$ cat config.mk
export PLATFORM = sky130hd
export DESIGN_NAME = jk_bank_sched
export DESIGN_NICKNAME = d
export VERILOG_FILES = /design/src/rtl/jk_bank_sched_pkg.sv /design/src/rtl/jk_bank_sched_cell.sv /design/src/rtl/jk_bank_sched.sv
export SDC_FILE = /design/constraint.sdc
export NUM_CORES = 1
export LEC_CHECK = 0
export ABC_AREA = 1
export CORE_ASPECT_RATIO = 1.1
export CORE_UTILIZATION = 45
export CTS_CLUSTER_DIAMETER = 40
export DETAILED_ROUTE_END_ITERATION = 8
export PLACE_DENSITY = 0.72
export SYNTH_ARGS = -nofsm -noshare
export SYNTH_HDL_FRONTEND = slang
export SYNTH_HIERARCHICAL = 1
export SYNTH_SLANG_ARGS = --single-unit
export TNS_END_PERCENT = 5
$ cat constraint.sdc
create_clock -name clk -period 3.95 [get_ports clk]
set_input_delay 0.395 -clock clk [delete_from_list [all_inputs] [get_ports clk]]
set_output_delay 0.395 -clock clk [all_outputs]
set_load 0.005 [all_outputs]
$ cat src/rtl/jk_bank_sched_pkg.sv
// Shared op encodings, FSM state type and JK next-state function for the JK bank scheduler.
package jk_bank_sched_pkg;

  localparam logic [1:0] JK_HOLD = 2'b00;
  localparam logic [1:0] JK_CLR  = 2'b01;
  localparam logic [1:0] JK_SET  = 2'b10;
  localparam logic [1:0] JK_TGL  = 2'b11;

  typedef enum logic [1:0] {
    IDLE,
    APPLY,
    RESP
  } state_t;

  function automatic logic jk_next(input logic q, input logic [1:0] op);
    case (op)
      JK_HOLD: return q;
      JK_CLR:  return 1'b0;
      JK_SET:  return 1'b1;
      default: return ~q;
    endcase
  endfunction

endpackage

$ cat src/rtl/jk_bank_sched_cell.sv
// Single JK flip-flop storage cell; clears asynchronously when rst is low.
module jk_cell
  import jk_bank_sched_pkg::*;
(
  input  logic clk,
  input  logic rst,
  input  logic j,
  input  logic k,
  output logic q
);

  // NOTE: sequential state uses non-blocking assignments so every flop samples pre-edge values.
  always_ff @(posedge clk or negedge rst) begin
    if (!rst) q <= 1'b0;
    else      q <= jk_next(q, {j, k});
  end

endmodule

$ cat src/rtl/jk_bank_sched.sv
// Round-robin two-port scheduler driving a bank of JK cells, one command per IDLE/APPLY/RESP pass.
// Optional grant counters are enabled by defining JK_BANK_SCHED_STATS_EN.
module jk_bank_sched
  import jk_bank_sched_pkg::*;
#(
  parameter int N_BITS = 8,
  parameter int AW     = $clog2(N_BITS)
) (
  input  logic              clk,
  input  logic              rst,
  input  logic              req0_valid,
  output logic              req0_ready,
  input  logic [AW-1:0]     req0_addr,
  input  logic [1:0]        req0_op,
  input  logic              req1_valid,
  output logic              req1_ready,
  input  logic [AW-1:0]     req1_addr,
  input  logic [1:0]        req1_op,
  output logic              rsp_valid,
  input  logic              rsp_ready,
  output logic              rsp_id,
  output logic [AW-1:0]     rsp_addr,
  output logic              rsp_q,
  output logic              rsp_err,
  output logic [N_BITS-1:0] q
`ifdef JK_BANK_SCHED_STATS_EN
  ,
  output logic [7:0]        grant_cnt0,
  output logic [7:0]        grant_cnt1
`endif
);

  localparam logic [AW:0] N_LIMIT = N_BITS[AW:0];

  state_t        state;
  logic          last;
  logic [1:0]    cmd_op;
  logic          any_valid;
  logic          grant_id;
  logic [AW-1:0] sel_addr;
  logic [1:0]    sel_op;

  // NOTE: every always_comb output gets a default first, so no path can infer a latch.
  always_comb begin
    any_valid = req0_valid | req1_valid;
    grant_id  = 1'b0;
    if (req0_valid && req1_valid) grant_id = ~last;
    else                          grant_id = req1_valid;
    sel_addr = grant_id ? req1_addr : req0_addr;
    sel_op   = grant_id ? req1_op   : req0_op;
  end

  // Ready is a same-cycle grant: the command is taken on the edge that ends this IDLE cycle.
  assign req0_ready = (state == IDLE) && any_valid && !grant_id;
  assign req1_ready = (state == IDLE) && any_valid &&  grant_id;

  always_ff @(posedge clk or negedge rst) begin
    if (!rst) begin
      state     <= IDLE;
      last      <= 1'b1;
      cmd_op    <= JK_HOLD;
      rsp_valid <= 1'b0;
      rsp_id    <= 1'b0;
      rsp_addr  <= '0;
      rsp_q     <= 1'b0;
      rsp_err   <= 1'b0;
    end else begin
      case (state)
        IDLE: begin
          if (any_valid) begin
            last     <= grant_id;
            rsp_id   <= grant_id;
            rsp_addr <= sel_addr;
            rsp_err  <= ({1'b0, sel_addr} >= N_LIMIT);
            cmd_op   <= sel_op;
            state    <= APPLY;
          end
        end
        APPLY: begin
          // Mirrors the value the addressed cell captures on this same edge.
          rsp_q     <= rsp_err ? 1'b0 : jk_next(q[rsp_addr], cmd_op);
          rsp_valid <= 1'b1;
          state     <= RESP;
        end
        RESP: begin
          if (rsp_ready) begin
            rsp_valid <= 1'b0;
            state     <= IDLE;
          end
        end
        default: state <= IDLE;
      endcase
    end
  end

  for (genvar i = 0; i < N_BITS; i++) begin : g_cell
    logic hit;
    assign hit = (state == APPLY) && !rsp_err && (rsp_addr == AW'(i));
    jk_cell u_cell (
      .clk (clk),
      .rst (rst),
      .j   (hit & cmd_op[1]),
      .k   (hit & cmd_op[0]),
      .q   (q[i])
    );
  end

`ifdef JK_BANK_SCHED_STATS_EN
  always_ff @(posedge clk or negedge rst) begin
    if (!rst) begin
      grant_cnt0 <= 8'd0;
      grant_cnt1 <= 8'd0;
    end else begin
      if (req0_ready && grant_cnt0 != 8'hFF) grant_cnt0 <= grant_cnt0 + 8'd1;
      if (req1_ready && grant_cnt1 != 8'hFF) grant_cnt1 <= grant_cnt1 + 8'd1;
    end
  end
`endif

endmodule

# After elaboration in Yosys (flattened, before gate mapping)
# Cells that the tools add are included.
# classes
reduce_logical,28
muxes,19
bitwise,27
n_lt_le_gt_ge,1
eq_ne,29
# ops
operator,n
case mux 1 bit (3 select lines),9
equality test 2 x 1 -> 1 bit (second input constant),10
equality test 2 bit (second input constant),10
zero test 2 bit,10
bitwise AND 1 bit,16
equality test 3 bit (second input constant),4
logical AND 1 bit,12
inverter 1 bit,10
equality test 3 x 2 -> 1 bit (second input constant),2
2-to-1 mux 2 bit,3
case mux 2 bit (3 select lines),1
AND reduction 2 bit,3
less-than comparator 3 x 4 -> 1 bit (second input constant),1
!= test 2 bit (second input constant),2
binary-select mux 1 bit (select 3 bit),1
equality test 3 x 1 -> 1 bit (second input constant),1
zero test 3 bit,1
2-to-1 mux 1 bit,3
2-to-1 mux 3 bit,1
case mux 1 bit (2 select lines),1
nonzero test 2 bit,1
zero test 1 bit,1
OR 1 bit,1
# totals
reg_bits,19
wordCells,119

# Logic depth before layout (Yosys ltp)
# Gate-level depths: netlist of run 1.
# depth
depth_word,5
ltp_mapped,12
mapped_depth_nobuf,12

# Cells and area by module
# The synthesis of run 1 kept the hierarchy.
# modules_own_cells
mod,seq_area_each_um2,area_each_um2,n_inst,cells_each
jk_bank_sched,276.5,730.7,1,106
jk_cell,25.0,88.8,8,13

# Least setup slack after synthesis of run 1
# No wires, ideal clock.
# synth_timing
kind,register to register
startpoint,register state[1]
endpoint,register g_cell[1].u_cell.q
t_arrival_ns,1.506
path_slack_ns,2.326
setup_time_ns,0.117
path_buffers,0
stages_incl_launch_ff,12
required_ns,3.833
cell_sequence,dfrtp_1 > nor2_2 > inv_2 > nor2_4 > inv_2 > nor3_1 > inv_1 > ha_1 > inv_1 > nand2_1 > nand3_1 > nand2_1
# synth_between
elab_chain_len,5
elab_cells_between_ends,8
cone_classes,3 x eq/ne; 1 x mux; 2 x bitwise; 2 x reduce/logical
# synth_rtl
element,line_no,rtl
"start, declared",jk_bank_sched.sv:35,state_t state;
"start signal, assigned",jk_bank_sched.sv:59,state <= IDLE;
"start signal, assigned",jk_bank_sched.sv:76,state <= APPLY;
"start signal, assigned",jk_bank_sched.sv:83,state <= RESP;
equality test 2 x 1 -> 1 bit *,jk_bank_sched.sv:98,assign hit = (state == APPLY) && !rsp_err && (rsp_addr == AW'(i));
logical AND 1 bit *,jk_bank_sched.sv:98,
"bitwise AND 1 bit, on equally long branches","jk_bank_sched.sv:103, jk_bank_sched.sv:102",
equality test 2 bit (tied with other cells),jk_bank_sched_pkg.sv:16,case (op)
case mux 1 bit (3 select lines),jk_bank_sched_pkg.sv:16,
"end signal, assigned",jk_bank_sched_cell.sv:15,"else q <= jk_next(q, {j, k});"
"end, declared",jk_bank_sched_cell.sv:9,output logic q
# Mark *: on every way between the ends. The rest lies on a longest branch, timed or not.
# A chain may end at the register's enable or synchronous reset.

# Final worst setup path of run 1
# layout_timing
startpoint,input port req0_valid
endpoint,output port req0_ready
# layout_between
elab_chain_len,4
elab_cells_between_ends,6
cone_classes,1 x mux; 1 x bitwise; 4 x reduce/logical
# layout_rtl
element,line_no,rtl
"start, declared",jk_bank_sched.sv:11,"input logic req0_valid,"
logical AND 1 bit,jk_bank_sched.sv:47,if (req0_valid && req1_valid) grant_id = ~last;
2-to-1 mux 1 bit,jk_bank_sched.sv:47,
zero test 1 bit,jk_bank_sched.sv:54,assign req0_ready = (state == IDLE) && any_valid && !grant_id;
logical AND 1 bit *,jk_bank_sched.sv:54,
"end, declared",jk_bank_sched.sv:12,"output logic req0_ready,"
# Marks and branches as above.

==> out/metrics.yaml, run 1 <==
worst_pin_slew_ns: 0.892
vdd_drop_max_v: 0.000384
overflow: 0
grt_max_degree: 20
avgSynthCellArea_um2: 6.86
drive_gt1_share_pct: 6.64
hpwlAfterDp_um: 2130
highest_layer: "met4"
start_util_pct: 47.3
die_w_um: 56.0
critPathArrivalTime_ns: 1.89
cts_num_sinks: 19
tns_ns: 0
synth_seq_cells: 19
fin_area_um2: 1780
worst_slack_ns: 1.66
timing.fmax_ghz: 0.438
end_kind: "output pin"
crit_fanout: 7
core_um2: 3050
grt_pass1_wl_um: 4640
dr_wl_met2_um: 1280
cap_violations: 0
status: "completed"
die_y_um: 61.4
postLayoutCoreUtil_pct: 58.5
drtAntennaViolNets: 0
antenna_found_initial: 0
setup_viol: 0
hold_path.class: "reg -> reg"
powerDensity_nw_per_um2: 600
finalHoldViolCount: 0
htreeDepth: 1
synth-seq-area-share_pct: 33.1
cts.path.max_buffers: 2
synthCells: 210
finClkSkew_ns: 0.0117
fin_crit_sh_pct: 57.8
layout_common_cells: "nand2_1, inv_1, clkdlybuf4s50_1"
grt_pass1_vias: 1120
clk_latency_ns: 0.31
cts_buffers: 3
drt_iter0_markers: 41
routed_wl_um: 2720
routed_via_density: 4.77
finalNetCount: 273
detailedRoute.firstPassIterationCount: 4
synth_area_leaders: "dfrtp_1, nand2_1, ha_1, inv_1, nand3_1"
preCtsSetupSlack_ns: 1.67
slew_viol_final: 0
wl_per_cell_um: 9.90
yosys_warnings: 6
synth_nets: 241
postCtsSetupBuffers: 0
wl_met1_um: 1310
leakage_nw: 0.850
vias: 1311
pin_count: 32
met3_length_um: 94
grt_setup_unrepaired: "false"
drcViolationCount: 0
max_slew_margin_pct: 40.4
layout_commonest_cell: "nand2_1"
post_cts_resized: 0
numPortBuffers: 30
netlist_area_um2: 1440
crit_type: "in -> out"
yosysTopAreaCellShare_pct: 31.3
place_congestion: 0.821
layout_min_cycle_time_ns: 2.29
critPathRequiredTime_ns: 3.56
placementRows: 21
p_total_mw: 1.07
yosysUniqueCellTypes: 22
place_inst: 271
holdWs_ns: 0.484
clkTransAtPathRegs_ns: 0.11
hold_buffers: 0
worstSetupStartpointType: "input port"
final_cells: 275
grt.total_usage_pct: 17.1
cts_root_buf: "clkbuf_4"
yosysTopAreaCell: "dfrtp_1"
syn2layout_area_growth_pct: 23.6
tritoncts: "done"
n_antenna_cell: 0
postPlaceCellArea_um2: 1750
die_area_um2: 3430
power breakdown:
part / switching (mW) / internal (mW)
clock network: 0.0663 / 0.0378
registers: 0.105 / 0.290
logic: 0.298 / 0.272
total: 0.469 / 0.600
registers in the layout, indices dropped and copies added, names as in the netlist:
register	cells
cmd_op	2
g_cell.u_cell/q	8
last	1
rsp_addr	3
rsp_id	1
rsp_q	1
rsp_valid	1
state	2
critical path: stages:
cell,delay (ns)
clkdlybuf4s50_1,0.49
nand2_1,0.06
nand2_1,0.17
inv_1,0.14
nor2_1,0.12
clkdlybuf4s50_1,0.51
layer usage:
layer | global-route usage, % | vias up
li1 | - | 700
met1 | 22.0 | 580
met2 | 30.1 | 27
met3 | 2.10 | 4
met4 | 6.62 | 0
met5 | 0 | -
cell families after synthesis:
logic type               share of synthesized area [%]
adder cells (fa/ha/maj)                           13.9
AND/OR/NAND/NOR                                   31.3
other                                            0.260
flip-flops                                        33.1
buffers and inverters                             16.2
AO/OA/AOI/OAI                                     5.21
synthesized netlist by cell type:
cell type	number
nand3_2	2
nor3_1	12
o21ai_1	4
conb_1	1
inv_6	1
o22ai_1	5
buf_6	2
nand2_2	2
nand2_1	62
nor2_4	1
dfrtp_1	18
o21ai_0	3
clkinv_1	2
ha_1	16
inv_1	47
inv_2	3
dfstp_2	1
buf_4	1
nor2_1	13
nand3_1	12
o21ai_2	1
nor2_2	1
final timing paths:
| path | start | end | slack (ns) | cells after the start |
|---|---|---|---|---|
| setup reg to reg | state[1]$_DFFE_PN0P_ | g_cell[6].u_cell/q$_DFFE_PN0P_ | 2.13 | 9 |
| setup / recovery | req0_valid | req0_ready | 1.66 | 6 |
| hold / removal | last$_DFFE_PN1N_ | last$_DFFE_PN1N_ | 0.48 | 2 |
| hold reg to reg | last$_DFFE_PN1N_ | last$_DFFE_PN1N_ | 0.48 | 2 |
| max in group asynchronous | rst | rsp_addr[1]$_DFFE_PN0N_ | 2.82 | 1 |
| min in group asynchronous | rst | g_cell[2].u_cell/q$_DFFE_PN0P_ | 0.58 | 1 |
area by class of cell:
cell class                      count  area [um^2]
Clock buffer                        3         22.5
Timing Repair Buffer               30          300
Fill cell                         304         1270
Clock inverter                      1         5.00
Sequential cell                    19          477
Multi-Input combinational cell    135          731
Tap cell                           34         42.5
Inverter                           53          204
Power figures use the tool's default switching activity.
==> run 2, diff against run 1 <==
--- a/config.mk
+++ b/config.mk
@@ -10,7 +10,7 @@
 export CORE_UTILIZATION = 45
 export CTS_CLUSTER_DIAMETER = 40
 export DETAILED_ROUTE_END_ITERATION = 8
-export PLACE_DENSITY = 0.72
+export PLACE_DENSITY = 0.75
 export SYNTH_ARGS = -nofsm -noshare
 export SYNTH_HDL_FRONTEND = slang
 export SYNTH_HIERARCHICAL = 1
==> constraint.sdc (replaced) <==
create_clock -name clk -period 1.9 [get_ports clk]
set_input_delay 0.19 -clock clk [delete_from_list [all_inputs] [get_ports clk]]
set_output_delay 0.19 -clock clk [all_outputs]
set_load 0.005 [all_outputs]
==> out/metrics.yaml, run 2 (synthesis results as in run 1) <==
final_cells: 280  # was 275
grt_setup_unrepaired: "true"  # was false
place_congestion: 0.787  # was 0.821
placementRows: 21  # unchanged
hold_buffers: 0  # unchanged
cts_root_buf: "clkbuf_4"  # unchanged
place_inst: 276  # was 271
multi_input_area_um2: 773  # was 731 um^2
detailedRoute.firstPassIterationCount: 4  # unchanged
cts_num_sinks: 19  # unchanged
crit_buf_inv: 1  # was 3
vdd_drop_max_v: 0.000721  # was 0.000384 V
end_kind: "output pin"  # unchanged
routed_wl_um: 2930  # was 2720 um
clkTransAtPathRegs_ns: 0.12  # was 0.11 ns
grt_pass1_wl_um: 4760  # was 4640 um
htreeDepth: 1  # unchanged
syn2layout_area_growth_pct: 29.3  # was 23.6%
grt.total_usage_pct: 17.9  # was 17.1%
reg_top3: "g_cell.u_cell/q (8), rsp_addr (3)"  # unchanged
finalNetCount: 278  # was 273
cts.path.max_buffers: 2  # unchanged
hold_path.class: "in -> async"  # was reg -> reg
die_w_um: 56.0  # unchanged
antenna_found_initial: 0  # unchanged
pin_count: 32  # unchanged
crit_fanout: 5  # was 7
finalHoldViolCount: 0  # unchanged
cts_buffers: 3  # unchanged
drtAntennaViolNets: 0  # unchanged
setup_viol: 0  # unchanged
grt_pass1_vias: 1145  # was 1120
n_antenna_cell: 0  # unchanged
layout_common_cells: "nand2_1, inv_1, clkdlybuf4s50_1"  # unchanged
wl_per_cell_um: 10.4  # was 9.90 um
drt_iter0_markers: 21  # was 41
top_register: "g_cell.u_cell/q"  # unchanged
start_util_pct: 47.3  # unchanged
hpwlAfterDp_um: 2280  # was 2130 um
layout_min_cycle_time_ns: 1.81
cp_top_family: "buffers and inverters"  # unchanged
powerDensity_nw_per_um2: 1250  # was 600 nW/um^2
core_um2: 3050  # unchanged
die_area_um2: 3430  # unchanged
vias: 1315  # was 1311
layout_commonest_cell: "nand2_1"  # unchanged
drcViolationCount: 0  # unchanged
routed_via_density: 4.70  # was 4.77
max_stage_delay_ns: 0.51  # about the same
worst_slack_ns: 0.0935  # was 1.66 ns
fill_cells: 306  # was 304
critPathRequiredTime_ns: 1.71  # was 3.56 ns
tritoncts: "done"  # unchanged
drive_gt1_share_pct: 12.2  # was 6.64%
cpMaxStageDelayCell: "clkdlybuf4s50_1"  # unchanged
critical_path.cell_chain: "nor2_1 -> o21ai_2 -> nor2_2 -> clkdlybuf4s50_1"  # was clkdlybuf4s50_1 -> nand2_1 -> nand2_1 -> inv_1 -> nor2_1 -> clkdlybuf4s50_1
clk_latency_ns: 0.31  # about the same
cap_violations: 0  # unchanged
critPathArrivalTime_ns: 1.62  # was 1.89 ns
timing.fmax_ghz: 0.554
fin_crit_sh_pct: 95.1
layout.area.seq_um2: 477  # unchanged
die_y_um: 61.4  # unchanged
status: "completed"  # unchanged
leakage_nw: 0.894  # was 0.850 nW
grt_max_degree: 20  # unchanged
worstSetupStartpointType: "flip-flop"  # was input port
numPortBuffers: 30  # unchanged
preCtsSetupSlack_ns: 0.0837  # was 1.67 ns
crit_type: "reg -> out"  # was in -> out
finClkSkew_ns: 0.00312  # was 0.0117 ns
slew_viol_final: 0  # unchanged
overflow: 0  # unchanged
largest_register_ffs: 8  # unchanged
reg2reg_slack_ns: 0.17  # was 2.13 ns
run 2: changes by cell type in the layout (fill, tap and decap cells not counted):
cell             previous run  this run
nand2_2                     2         4
nor2_1                     13        12
buf_4                       0         5
nand2_1                    62        60
nor2_4                      1         2
nor3_1                     12         6
nor3_2                      0         6
dlymetal6s2s_1              0         1
clkdlybuf4s50_1            30        29
run 2: through the flow:
stage	hold slack, ns	area (um^2)	power, mW	util [%]	TNS, ns
2_1_floorplan	-0.106	1440	1.56	-	0
3_3_place_gp	0.465	1790	2.05	58.8	0
3_5_place_dp	0.468	1790	2.08	58.8	0
4_1_cts	0.208	1820	2.31	59.8	0
5_1_grt	0.241	1860	2.56	61.2	-0.0354
6_report	0.204	1860	2.34	61.2	0
run 2: worst reg2reg max path, stage by stage, from the launching register on:
cell and delay (ns):
dfrtp_1 0.50, inv_1 0.17, nand2_1 0.14, nor3_2 0.25
inv_1 0.07, ha_1 0.30, inv_1 0.05, nand2_1 0.04
nand3_1 0.07, nand2_1 0.04
run 2: where the power goes:
group,total [mW],switching [mW],leakage (nW),internal (mW)
Combinational,1.30,0.688,0.644,0.609
Clock,0.218,0.139,0.0177,0.0786
Sequential,0.824,0.221,0.232,0.603
run 2: path summary, 6_finish.rpt:
path,startpoint,endpoint,cells after the start
setup reg to reg,rsp_addr[1]$_DFFE_PN0N_,g_cell[5].u_cell/q$_DFFE_PN0P_,9
min in group clk,last$_DFFE_PN1N_,last$_DFFE_PN1N_,2
hold reg to reg,last$_DFFE_PN1N_,last$_DFFE_PN1N_,2
setup / recovery,state[1]$_DFFE_PN0P_,req1_ready,4
hold / removal,rst,g_cell[2].u_cell/q$_DFFE_PN0P_,2
max in group asynchronous,rst,last$_DFFE_PN1N_,2
run 2: timing repair:
action,in CTS,in global routing
endpoints found under the setup margin,1,10
gates resized for setup,1,10
buffers inserted,0,0
cloned,0,0
run 2: final cells by class:
class                           count  share of cell area (%)
Sequential cell                    19                    25.6
Clock inverter                      1                   0.268
Multi-Input combinational cell    135                    41.5
Tap cell                           34                    2.28
Inverter                           53                    10.9
Timing Repair Buffer               35                    18.3
Clock buffer                        3                    1.21
run 2: layer usage:
metal / vias up / wire length [um] / part of all wire (%) / global-route usage (%)
met5: - / 0 / 0 / 0
met4: 0 / 35 / 1.2 / 7.32
met3: 4 / 67 / 2.3 / 1.68
met2: 21 / 1460 / 50 / 30.8
met1: 588 / 1370 / 47 / 23.6
li1: 702 / - / - / -
